File: src/rtl/card_shuffle_dealer.sv
// Card shoe: fills NUM_DECKS*52 card indices, Fisher-Yates shuffles them with a
// Galois LFSR (rejection sampling), then deals single cards or runs a dealer auto-draw.
module card_shuffle_dealer #(
  parameter int          NUM_DECKS = 1,
  parameter logic [15:0] SEED      = 16'h0014,
  parameter int          STAND_AT  = 16,
  localparam int         DECK_SIZE = 52 * NUM_DECKS,
  localparam int         W         = $clog2(DECK_SIZE)
) (
  input  logic         clk,
  input  logic         reset,
  input  logic         shuffle_start,
  input  logic         deal_req,
  input  logic         dealer_start,
  input  logic [4:0]   dealer_init,
  output logic         ready,
  output logic         card_valid,
  output logic [5:0]   card_id,
  output logic [3:0]   card_value,
  output logic [W:0]   cards_left,
  output logic         deck_empty,
  output logic         dealer_busy,
  output logic         dealer_done,
  output logic [4:0]   dealer_total,
  output logic         dealer_bust
);

  localparam logic [15:0]  LFSR_INIT = (SEED == 16'h0) ? 16'hACE1 : SEED;
  localparam logic [W-1:0] LAST      = W'(DECK_SIZE - 1);
  localparam logic [W:0]   FULL      = (W+1)'(DECK_SIZE);
  localparam logic [5:0]   STAND     = 6'(STAND_AT);

  typedef enum logic [2:0] {IDLE, FILL, SHUFFLE, READY, DRAW} state_t;
  state_t state, state_nx;

  logic [W-1:0] deck [DECK_SIZE];
  logic [15:0]  lfsr;
  logic [W-1:0] k, i, p, r;
  logic [W-1:0] cur;
  logic [5:0]   cur_id;
  logic [3:0]   cur_rank, cur_val;
  logic [5:0]   sum;
  logic [4:0]   tot_nx;
  logic         draw_last;
  logic         do_shuf, do_swap, do_card, do_dstart, do_dquick, do_dend;

  // Card currently at the deal pointer, and the dealer total if it were drawn.
  always_comb begin
    r         = lfsr[W-1:0];
    cur       = deck[p];
    cur_id    = 6'(cur % W'(52));
    cur_rank  = 4'(cur_id % 6'd13);
    cur_val   = (cur_rank >= 4'd9) ? 4'd10 : cur_rank + 4'd1;
    sum       = {1'b0, dealer_total} + {2'b0, cur_val};
    tot_nx    = sum[5] ? 5'd31 : sum[4:0];
    draw_last = ({1'b0, tot_nx} >= STAND) || (cards_left == (W+1)'(1));
  end

  always_ff @(posedge clk) begin
    if (reset) state <= IDLE;
    else       state <= state_nx;
  end

  always_comb begin
    state_nx  = state;
    do_shuf   = 1'b0;
    do_swap   = 1'b0;
    do_card   = 1'b0;
    do_dstart = 1'b0;
    do_dquick = 1'b0;
    do_dend   = 1'b0;
    case (state)
      IDLE: if (shuffle_start) begin
        state_nx = FILL;
        do_shuf  = 1'b1;
      end
      FILL: if (k == LAST) state_nx = SHUFFLE;
      SHUFFLE: if (r <= i) begin
        do_swap = 1'b1;
        if (i == W'(1)) state_nx = READY;
      end
      READY: begin
        if (shuffle_start) begin
          state_nx = FILL;
          do_shuf  = 1'b1;
        end else if (dealer_start) begin
          // A dealer already at its stand total finishes without entering DRAW.
          if ({1'b0, dealer_init} >= STAND) begin
            do_dquick = 1'b1;
          end else begin
            do_dstart = 1'b1;
            state_nx  = DRAW;
          end
        end else if (deal_req && cards_left != '0) begin
          do_card = 1'b1;
        end
      end
      DRAW: begin
        if (cards_left == '0) begin
          do_dend  = 1'b1;
          state_nx = READY;
        end else begin
          do_card = 1'b1;
          if (draw_last) begin
            do_dend  = 1'b1;
            state_nx = READY;
          end
        end
      end
      default: state_nx = IDLE;
    endcase
  end

  always_ff @(posedge clk) begin
    if (reset) begin
      lfsr         <= LFSR_INIT;
      k            <= '0;
      i            <= '0;
      p            <= '0;
      cards_left   <= '0;
      card_valid   <= 1'b0;
      card_id      <= '0;
      card_value   <= '0;
      dealer_done  <= 1'b0;
      dealer_total <= '0;
      dealer_bust  <= 1'b0;
    end else begin
      lfsr        <= {1'b0, lfsr[15:1]} ^ (lfsr[0] ? 16'hB400 : 16'h0000);
      card_valid  <= 1'b0;
      dealer_done <= 1'b0;
      if (do_shuf) begin
        k          <= '0;
        p          <= '0;
        cards_left <= '0;
      end
      if (state == FILL) begin
        k <= k + 1'b1;
        if (k == LAST) i <= LAST;
      end
      if (do_swap) begin
        i <= i - 1'b1;
        if (i == W'(1)) begin
          p          <= '0;
          cards_left <= FULL;
        end
      end
      if (do_card) begin
        card_valid <= 1'b1;
        card_id    <= cur_id;
        card_value <= cur_val;
        p          <= p + 1'b1;
        cards_left <= cards_left - 1'b1;
        if (state == DRAW) dealer_total <= tot_nx;
      end
      if (do_dstart) begin
        dealer_total <= dealer_init;
        dealer_bust  <= 1'b0;
      end
      if (do_dquick) begin
        dealer_total <= dealer_init;
        dealer_done  <= 1'b1;
        dealer_bust  <= (dealer_init > 5'd21);
      end
      if (do_dend) begin
        dealer_done <= 1'b1;
        dealer_bust <= (cards_left == '0) ? (dealer_total > 5'd21) : (tot_nx > 5'd21);
      end
    end
  end

  // Shoe storage has no reset; its contents are rebuilt by every FILL.
  always_ff @(posedge clk) begin
    if (!reset) begin
      if (state == FILL) begin
        deck[k] <= k;
      end else if (do_swap) begin
        deck[i] <= deck[r];
        deck[r] <= deck[i];
      end
    end
  end

  assign ready       = (state == READY);
  assign deck_empty  = ready && (cards_left == '0);
  assign dealer_busy = (state == DRAW);

endmodule

File: config.mk
export PLATFORM = sky130hd
export DESIGN_NAME = card_shuffle_dealer
export DESIGN_NICKNAME = d
export VERILOG_FILES = /design/src/rtl/card_shuffle_dealer.sv
export SDC_FILE = /design/constraint.sdc
export NUM_CORES = 1
export LEC_CHECK = 0
export CELL_PAD_IN_SITES_DETAIL_PLACEMENT = 0
export CELL_PAD_IN_SITES_GLOBAL_PLACEMENT = 2
export CORE_MARGIN = 1.5
export CORE_UTILIZATION = 30
export CTS_BUF_LIST = sky130_fd_sc_hd__clkbuf_2 sky130_fd_sc_hd__clkbuf_4 sky130_fd_sc_hd__clkbuf_8
export DETAILED_ROUTE_END_ITERATION = 8
export PLACE_DENSITY = 0.56
export SLEW_MARGIN = 20
export SYNTH_ARGS = -nofsm -noshare
export SYNTH_HDL_FRONTEND = slang
export SYNTH_SLANG_ARGS = --single-unit
File: constraint.sdc
create_clock -name clk -period 12.6 [get_ports clk]
set_clock_uncertainty 0.15 [all_clocks]
set_input_delay 2.52 -clock clk [delete_from_list [all_inputs] [get_ports clk]]
set_output_delay 2.52 -clock clk [all_outputs]
set_load 0.1 [all_outputs]
==> results of run 1 <==
-- where the power goes --
part	switching (mW)	total, mW	internal [mW]
clock	0.600	1.31	0.711
combinational	1.09	1.55	0.456
sequential	0.0569	1.48	1.42
total	1.75	4.34	2.59
-- path summary, 6_finish.rpt --
kind,cells past startpoint,slack (ps),start,endpoint
max reg2reg,33,2980,p[1],dealer_bust
min,1,290,lfsr[9],lfsr[8]
min reg2reg,1,290,lfsr[9],lfsr[8]
max,33,2980,p[1],dealer_bust
-- placed cells by master (no fill, tap or decap), drive strengths merged, types with 23 or more instances in the layout --
| cell | Yosys | layout |
|---|---|---|
| a22oi | 109 | 109 |
| a31oi | 23 | 23 |
| inv | 25 | 29 |
| nor3 | 25 | 25 |
| a21oi | 50 | 50 |
| dfxtp | 68 | 68 |
| nand2 | 351 | 351 |
| edfxtp | 312 | 312 |
| nor2b | 23 | 23 |
| mux2i | 153 | 153 |
| nor2 | 96 | 96 |
| clkinv | 2 | 26 |
| clkbuf | 182 | 112 |
| nand2b | 24 | 24 |
| buf | 44 | 48 |
| a221oi | 26 | 26 |
| a22o | 30 | 30 |
| o21ai | 314 | 314 |
| nand4 | 27 | 27 |
| clkdlybuf4s50 | 0 | 36 |
| mux4 | 160 | 160 |
-- final cells by class --
class                      count  area (sq um)
antenna                        2          5.00
clock buffer                 112          1340
clock inverter                30           214
fill                        8114         53300
inverter                      27           101
multi-input combinational   1646         12900
sequential                   380         10700
tap                         1060          1330
timing repair buffer          84           718
-- flip-flops by register name, summed over array words and instances, names as in the netlist, named ones only --
signal        flops
deck            312
dealer_total      5
cards_left        7
i                 6
p                 6
card_valid        1
dealer_bust       1
lfsr             16
card_id           6
card_value        4
dealer_done       1
state             3
k                 6
-- cells by family after synthesis --
family | count (synthesis) | share of synthesized area, %
compound gates | 654 | 16.9
flops | 380 | 43.8
xor+xnor | 15 | 0.567
buf+inv | 253 | 4.30
fa+ha+maj | 23 | 1.21
simple gates | 619 | 11.2
mux | 335 | 22.0
-- routing by layer --
metal / GRT usage, % / routed length [um] / vias to the layer above
li1: - / - / 8685
met2: 41.9 / 50700 / 1053
met1: 34.9 / 45900 / 10445
met4: 10.8 / 4290 / 2
met3: 4.63 / 8300 / 204
met5: 0 / 13 / -
-- through the flow --
step	std cells	total power [mW]	utilization, %	hold slack, ps	cell area (sq um)
2_1_floorplan	2279	2.39	-	264	24500
3_3_place_gp	3197	3.05	32.0	270	25800
3_5_place_dp	3197	3.05	32.0	286	25800
4_1_cts	3339	4.36	33.9	297	27400
5_1_grt	3340	4.52	33.9	308	27400
6_report	3341	4.34	33.9	288	27400
-- worst register-to-register path: cells and delay by family (launching register included) --
family                     cells  cell delay, ps
buffers and inverters          4            1020
xor gates and xnor gates       1             290
muxes                          2             810
AOI/OAI and AO/OA             15            3580
DFF                            1             880
and+or+nand+nor                6            1200
adders and majority gates      5            1520
==> results.py, run 1 <==
metrics = {
    "outcome": {
        "status": "finished, violations left",
        "violations": "design-rule violations",
    },
    "placement": {
        "dp_hpwl_mm": 73.6,
        "finalWeightedCongestion": 0.900,
        "io_buffers": 37,
        "dpl_worst_slack_ps": 3070,
    },
    "clock_network": {
        "path_clk_slew_ps": 60,
        "cts_sinks": 380,
        "hold_buffers": 0,
        "ctsResizeCount": 0,
        "post_cts.repair.setup_buffers": 0,
        "clkLatencyLatePin_ps": 700,
        "cts_max_path_buffers": 3,
        "cts-root-buf": "clkbuf_8",
        "h-tree-depth": 3,
        "cts_buffers": 77,
        "cts_tree": "done",
    },
    "detailed_routing": {
        "drtIter0Drc": 2263,
        "drt-wirelength-per-cell_um": 32.7,
        "drc": 6,
        "num_vias": 20389,
        "totalWireLength_mm": 109,
        "via_per_inst": 6.10,
        "drtPass1Iterations": 9,
        "ant_nets": 0,
    },
    "setup_path": {
        "slowest_delay_ps": 880,
        "path_delay_family": "compound AO/OA/AOI/OAI gates",
        "critPathKind": "flip-flop to flip-flop",
        "slowest_stage": "dfxtp_4",
        "cp-end-kind": "flip-flop",
        "cp-start-kind": "flip-flop",
        "cpMostUsedCell": "ha_1",
        "required_ps": 12990,
        "worst-path-buf-inv": 4,
        "path_max_fanout": 50,
        "arrival_ps": 10010,
    },
    "floorplan": {
        "die_w_um": 289,
        "core-area_sq_mm": 0.0807,
        "initial_core_util_pct": 30.4,
        "dieArea_sq_mm": 0.0834,
        "die_h_um": 289,
        "io-pin-count": 38,
        "num_rows": 104,
    },
    "global_routing": {
        "grt_start_max_net_pins": 64,
        "grt_pass1_vias": 20090,
        "grt_overflow_total": 0,
        "global_route.usage.total_pct": 26.2,
        "grt_pass1_wl_mm": 155,
        "antenna_found_initial": 8,
    },
    "synth": {
        "yosys.area.top_type_share_pct": 38.3,
        "postSynthCellCount": 2279,
        "async_reset_ff_share_pct": 0,
        "synth.top_cells.by_count": "350 x nand2_1, 312 x edfxtp_1, 308 x o21ai_0",
        "synth_area_sq_mm": 0.0245,
        "synthFlopType": "edfxtp_1",
        "avgSynthCellArea_sq_um": 10.7,
        "synth_nets": 2312,
        "ys_top_cells_by_area": "edfxtp_1 38%, mux4_2 15%, o21ai_0 6.3%",
        "seq_area_frac_synth_pct": 43.8,
        "ys_warn_count": 0,
        "synth_edf_count": 312,
        "yosysUniqueCellTypes": 84,
        "ys_seq_elements": 380,
        "synth_most_common_cell": "nand2_1",
        "synth_area_leader_cell": "edfxtp_1",
    },
    "flow_run": {
        "maxCapViolCount": 0,
    },
    "sta": {
        "period_needed_ps": 9620,
        "drv_slew": 0,
        "timing.fmax_mhz": 104,
        "hold_viol_final": 0,
        "tightestPinTransition_ps": 1080,
        "fin_crit_sh_pct": 76.4,
        "finalSetupTns_ps": 0,
        "fin_ws_ps": 2980,
        "max_slew_margin_pct": 27.5,
        "setup_viol": 0,
        "rsz0062_at_grt": "false",
    },
    "pwr": {
        "p_per_area_mw_per_mm2": 159,
        "ir_drop_uv": 155,
        "leakage_nw": 9.10,
    },
    "final_layout": {
        "drive_gt1_share_pct": 17.9,
        "area_growth_pct": 11.7,
        "nets": 2249,
    },
    "hold_path": {
        "hold_path.class": "flip-flop to flip-flop",
    },
}
Note: power is estimated with default switching activity, not from simulation.
==> run 2: changes to the inputs <==
PLACE_DENSITY = 0.58   (was 0.56)
clock period = 8.6 ns   (was 12.6 ns; I/O delays follow)
==> results.py, run 2 (synthesis gave the netlist of run 1 again) <==
metrics = {
    "detailed_routing": {
        "ant_nets": 0,
        "drtPass1Iterations": 9,
        "via_per_inst": 6.13,
        "drc": 10,
        "drt-wirelength-per-cell_um": 32.6,
        "totalWireLength_mm": 110,
        "drtIter0Drc": 2901,
        "num_vias": 20691,
    },
    "final_layout": {
        "drive_gt1_share_pct": 18.9,
        "fin_util_pct": 34.3,
        "regMostFlops": "deck",
        "fillers": 8118,
        "largest_register_ffs": 312,
        "area_growth_pct": 13.1,
        "nets": 2283,
        "reg_top3": "deck: 312 flops, lfsr: 16 flops, cards_left: 7 flops",
        "mostFrequentLayoutCells": "350 x nand2_1, 312 x edfxtp_1, 307 x o21ai_0, 160 x mux4_2, 149 x mux2i_1",
        "final_common_cell": "nand2_1",
        "design_area_sq_mm": 0.0277,
    },
    "global_routing": {
        "global_route.usage.total_pct": 26.1,
        "grt_pass1_wl_mm": 155,
        "grt_overflow_total": 0,
        "grt_start_max_net_pins": 53,
        "antenna_found_initial": 6,
        "grt_pass1_vias": 19788,
    },
    "pwr": {
        "leakage_nw": 9.26,
        "p_total_mw": 6.35,
        "ir_drop_uv": 157,
        "p_per_area_mw_per_mm2": 229,
    },
    "floorplan": {
        "core-area_sq_mm": 0.0807,
        "num_rows": 104,
        "initial_core_util_pct": 30.4,
        "die_w_um": 289,
        "dieArea_sq_mm": 0.0834,
        "die_h_um": 289,
        "io-pin-count": 38,
    },
    "sta": {
        "hold_viol_final": 0,
        "period_needed_ps": 8130,
        "setup_viol": 0,
        "timing.fmax_mhz": 123,
        "tightestPinTransition_ps": 1160,
        "drv_slew": 0,
        "fin_crit_sh_pct": 94.6,
        "finalSetupTns_ps": 0,
        "max_slew_margin_pct": 22.4,
        "rsz0062_at_grt": "false",
    },
    "outcome": {
        "status": "finished, violations left",
        "violations": "design-rule violations",
    },
    "setup_path": {
        "reg2reg_setup_slack_ps": 470,
        "critPathKind": "flip-flop to flip-flop",
        "rr_worst_depth": 35,
        "slowest_stage": "mux4_2",
        "cp-end-kind": "flip-flop",
        "path_delay_family": "compound AO/OA/AOI/OAI gates",
        "slowest_delay_ps": 510,
        "required_ps": 8990,
        "arrival_ps": 8530,
        "cp-start-kind": "flip-flop",
        "worst-path-buf-inv": 6,
        "crit_cells": 35,
        "rr_startpoint": "p[0]",
        "cp-endpoint": "dealer_bust",
        "r2r_end": "dealer_bust",
        "path_max_fanout": 11,
        "crit_path_start": "p[0]",
    },
    "clock_network": {
        "cts_sinks": 380,
        "clkLatencyLatePin_ps": 710,
        "cts_tree": "done",
        "path_clk_slew_ps": 60,
        "h-tree-depth": 3,
        "cts_buffers": 73,
        "cts-root-buf": "clkbuf_8",
        "cts_max_path_buffers": 3,
    },
    "placement": {
        "dp_hpwl_mm": 75.6,
        "finalWeightedCongestion": 0.927,
        "place_area_sq_mm": 0.0261,
        "io_buffers": 37,
    },
    "flow_run": {
        "maxCapViolCount": 0,
    },
    "hold_path": {
        "hold_path.class": "flip-flop to flip-flop",
    },
}
-- run 2: cell count changes in the layout (fill, tap and decap cells not counted), sizes merged --
cell      delta
inv          -3
clkinv       -5
clkbuf      -11
buf         +38
clkinvlp     +1
diode       +11
bufinv       +2
-- run 2: per-stage QoR --
step	hold slack (ps)	instances	setup WS [ps]
6_report	296	3374	467
3_3_place_gp	279	3226	301
4_1_cts	295	3353	29.7
2_1_floorplan	264	2279	1080
3_5_place_dp	275	3227	80.9
5_1_grt	303	3364	4.98
-- run 2: per-layer routing --
| metal | share of wire, % | GRT usage (%) | vias to the layer above |
|---|---|---|---|
| li1 | - | - | 8748 |
| met1 | 43 | 36.1 | 10508 |
| met2 | 45 | 40.0 | 1202 |
| met3 | 8.4 | 5.58 | 233 |
| met4 | 3.8 | 9.95 | 0 |
| met5 | 0 | 0 | - |
-- run 2: worst register-to-register path, delay by kind of cell (launching register included) --
kind,cells,cell delay (ps)
AND/OR/NAND/NOR,8,1490
buffers and inverters,6,760
XOR/XNOR,1,250
flip-flops,1,430
AO/OA/AOI/OAI,13,2570
adder cells (fa/ha/maj),5,1400
multiplexers,2,920
-- run 2: power breakdown --
group          switching (mW)  leakage [nW]  internal (mW)  total [mW]
Clock                   0.830         0.765           1.03        1.86
Combinational            1.60          5.04          0.697        2.30
Sequential             0.0994          3.45           2.09        2.19
Total                    2.53          9.26           3.82        6.35
-- run 2: worst min-delay path by stage --
stage / from / endpoint / slack, ps / cells past startpoint
finish: lfsr[12] / lfsr[11] / 300 / 1
global placement: lfsr[12] / lfsr[11] / 280 / 1
CTS: lfsr[12] / lfsr[11] / 290 / 1
detailed placement: lfsr[12] / lfsr[11] / 270 / 1
floorplan: lfsr[12] / lfsr[11] / 260 / 1
global route: lfsr[12] / lfsr[11] / 300 / 1
-- run 2: timing repair --
action / in CTS / in global routing
buffers inserted: 0 / 8
gates resized for setup: 0 / 6
endpoints found under the setup margin: 0 / 5
hold buffers: 0 / 0
-- run 2: area by class of cell --
class	instances	area, sq um	area share (%)
clock buffer	101	1260	4.55
multi-input combinational	1646	12900	46.7
sequential	380	10700	38.8
inverter	27	101	0.366
tap	1060	1330	4.79
antenna	13	32.5	0.117
timing repair buffer	122	1090	3.93
clock inverter	25	194	0.700
==> edit, RTL diff (config.mk and constraints of run 2) <==
Change the parameter `NUM_DECKS` from 1 to 2.
--- a/src/rtl/card_shuffle_dealer.sv
+++ b/src/rtl/card_shuffle_dealer.sv
@@ -3,3 +3,3 @@
 module card_shuffle_dealer #(
-  parameter int          NUM_DECKS = 1,
+  parameter int          NUM_DECKS = 2,
   parameter logic [15:0] SEED      = 16'h0014,
Ports: changed (resized cards_left); port bits go from 38 to 39. The function was not compared with the original's and may differ.
==> edit against run 2 <==
  * Fmax up 0.16%
  * Synthesized area increased by 110%
  * Wire length up 130%
  * Global-route usage up 2.2 points
  * Cell count increased by 87%
  * Total power rose by 98%
  * Sequential cell count rose by 421
  * First-iteration DRC count increased by 110%
  * Worst setup slack better by 13 ps
  * Via count up 97%
  * Design area increased by 110%
  * Critical path type unchanged
  * Clock power rose by 120%
==> edit: results (changes against run 2) <==
- Post-synth EDFFs: 728 (+130%)
- Sequential share of the synthesized area: 45.10% (+1.3 points)
- Drt first pass iters: 5 (-4)
- Max Clk Rate: 0.1231 GHz (+0.16%)
- First-pass GRT wire length: 343.8 mm (+120%)
- Crit path kind: register to register
- H-tree levels: 4 (+1)
- Initial antenna violation count: 11 (+5)
- Slowest library cell on the worst path: mux4_1
- Starting DRC count in detailed routing: 5972 (+110%)
- Dpl cells: 6003 (+86%)
- Delay-heaviest family, CP: compound AO/OA/AOI/OAI gates
- CP peak stage delay: 610 ps (+100 ps)
- Clk Tree Root Cell: clkbuf_8
- Reg-to-reg slack, setup: 480 ps
- PortBufs: 38 (+2.7%)
- Routed wire length: 251.9 mm (+130%)
- Worst Hold Class: register to register
- Critical path fanouts, max: 11 (unchanged)
- Largest regs: deck x728, lfsr x16, cards_left x8
- Synth Instances: 3891 (+71%)
- Critical Path Start: p[0]$_SDFF_PP0_
- Asr flop ratio synth: 0% (unchanged)
- Yosys warns: 0 (unchanged)
- Top_reg_cell synth: edfxtp_1
- DR vias/cell: 6.473 (+5.6%)
- Synth top area cells: edfxtp_1 42%, mux4_2 17%, mux2i_1 17%, a22oi_1 4.6%, dfxtp_1 2.8%
- Maximum vdd drop: 0.0002710 V (+73%)
- Worst Path Arrival: 8780 ps (+250 ps)
- Pre-CTS setup slack: 249.3 ps (+168.4 ps)
- Largest net degree at the start of global routing: 74 (+40%)
- Total CTS buffers: 160 (+120%)
- Status: finished, final reports clean
- Vias in the first global route: 39040 (+97%)
- GR Util All Layers: 28.29% (+2.2 points)
- Detailed placement HPWL: 167.6 mm (+120%)
- RePlAce Congestion: 0.9227 (-0.50%)
- Max_slew headroom: 13.21% (-9.2 points)
- Worst skew pair latency: 980 ps (+270 ps)
- Clk pin slew, worst setup/hold paths: 60 ps (about the same)
- Fin Setup TNS: 0 ps (unchanged)
- Share of post-route cells with drive strength above 1: 24.11% (+5.2 points)
- Clock buffer depth: 3 (unchanged)
- Number of library cell types mapped by synthesis: 99 (+18%)
- RR Endpoint: state[1]$_SDFFE_PP0P_
- Non-Filler Instances: 6303 (+87%)
- Leak: 22.86 nW (+150%)
- Commonest cells in the netlist: 857 x mux2i_1, 728 x edfxtp_1, 388 x mux4_2
- Syn Nets: 3924 (+70%)
- Reg2reg path depth: 33 (-5.7%)
edit: changes by cell type after synthesis, moves of 18 or more:
cell	delta
a21oi_1	+18
a221oi_1	+29
a22oi_1	+207
buf_1	+46
clkbuf_1	+136
edfxtp_1	+416
mux2i_1	+706
mux4_2	+228
nand2_1	-173
nand4_1	+42
o21ai_0	-166
edit: kinds of logic after synthesis:
group / Yosys count / synth area share [%]
adders and majority gates: 23 / 0.5710
DFF: 801 / 45.10
xor gates and xnor gates: 11 / 0.1863
and+or+nand+nor: 531 / 5.165
muxes: 1261 / 33.96
buffers and inverters: 466 / 3.898
AOI/OAI and AO/OA: 798 / 11.13
edit: final cells by class:
| cell class | instances | area, um^2 |
|---|---|---|
| Antenna cell | 11 | 27.53 |
| Clock buffer | 202 | 2542 |
| Clock inverter | 85 | 680.7 |
| Fill cell | 16890 | 113000 |
| Inverter | 26 | 97.59 |
| Multi-Input combinational cell | 2624 | 26590 |
| Sequential cell | 801 | 23350 |
| Tap cell | 2310 | 2890 |
| Timing Repair Buffer | 244 | 2188 |
edit: how the worst min path moves through the flow:
stage,start,end,slack (ps),cells past startpoint
floorplan,lfsr[12]$_SDFF_PP0_,lfsr[11]$_SDFF_PP0_,260,1
CTS,lfsr[10]$_SDFF_PP0_,lfsr[9]$_SDFF_PP0_,290,1
global route,lfsr[10]$_SDFF_PP0_,lfsr[9]$_SDFF_PP0_,300,1
finish,lfsr[10]$_SDFF_PP0_,lfsr[9]$_SDFF_PP0_,280,1
detailed placement,lfsr[10]$_SDFF_PP0_,lfsr[9]$_SDFF_PP0_,270,1
global placement,lfsr[10]$_SDFF_PP0_,lfsr[9]$_SDFF_PP0_,270,1
edit: layer usage:
metal  GRT usage [%]  vias up  share of wire (%)
met5               0        -                  0
met4           12.96        0                5.0
met3           6.947      515                 10
met2           42.02     2745                 44
met1           38.71    21630                 41
li1                -    15910                  -
edit: through the flow:
stage | hold WS, ps | cell area, um^2
final | 283.4 | 58370
after global routing | 302.8 | 58350
after CTS | 286.4 | 58290
after detailed placement | 273.4 | 55070
after global placement | 268.0 | 55060
after floorplan | 263.8 | 51720
edit: where the power goes:
part	switching, W	internal (W)	total, W
clock network	0.00196	0.00222	0.00418
logic	0.00275	0.00113	0.00388
registers	0.000106	0.00438	0.00449
edit: repair_timing:
action / 4_1_cts / 5_1_grt
setup endpoints to repair: 0 / 6
buffers inserted: 0 / 2
endpoints found under the hold margin: 0 / 0
resized for setup: 0 / 8
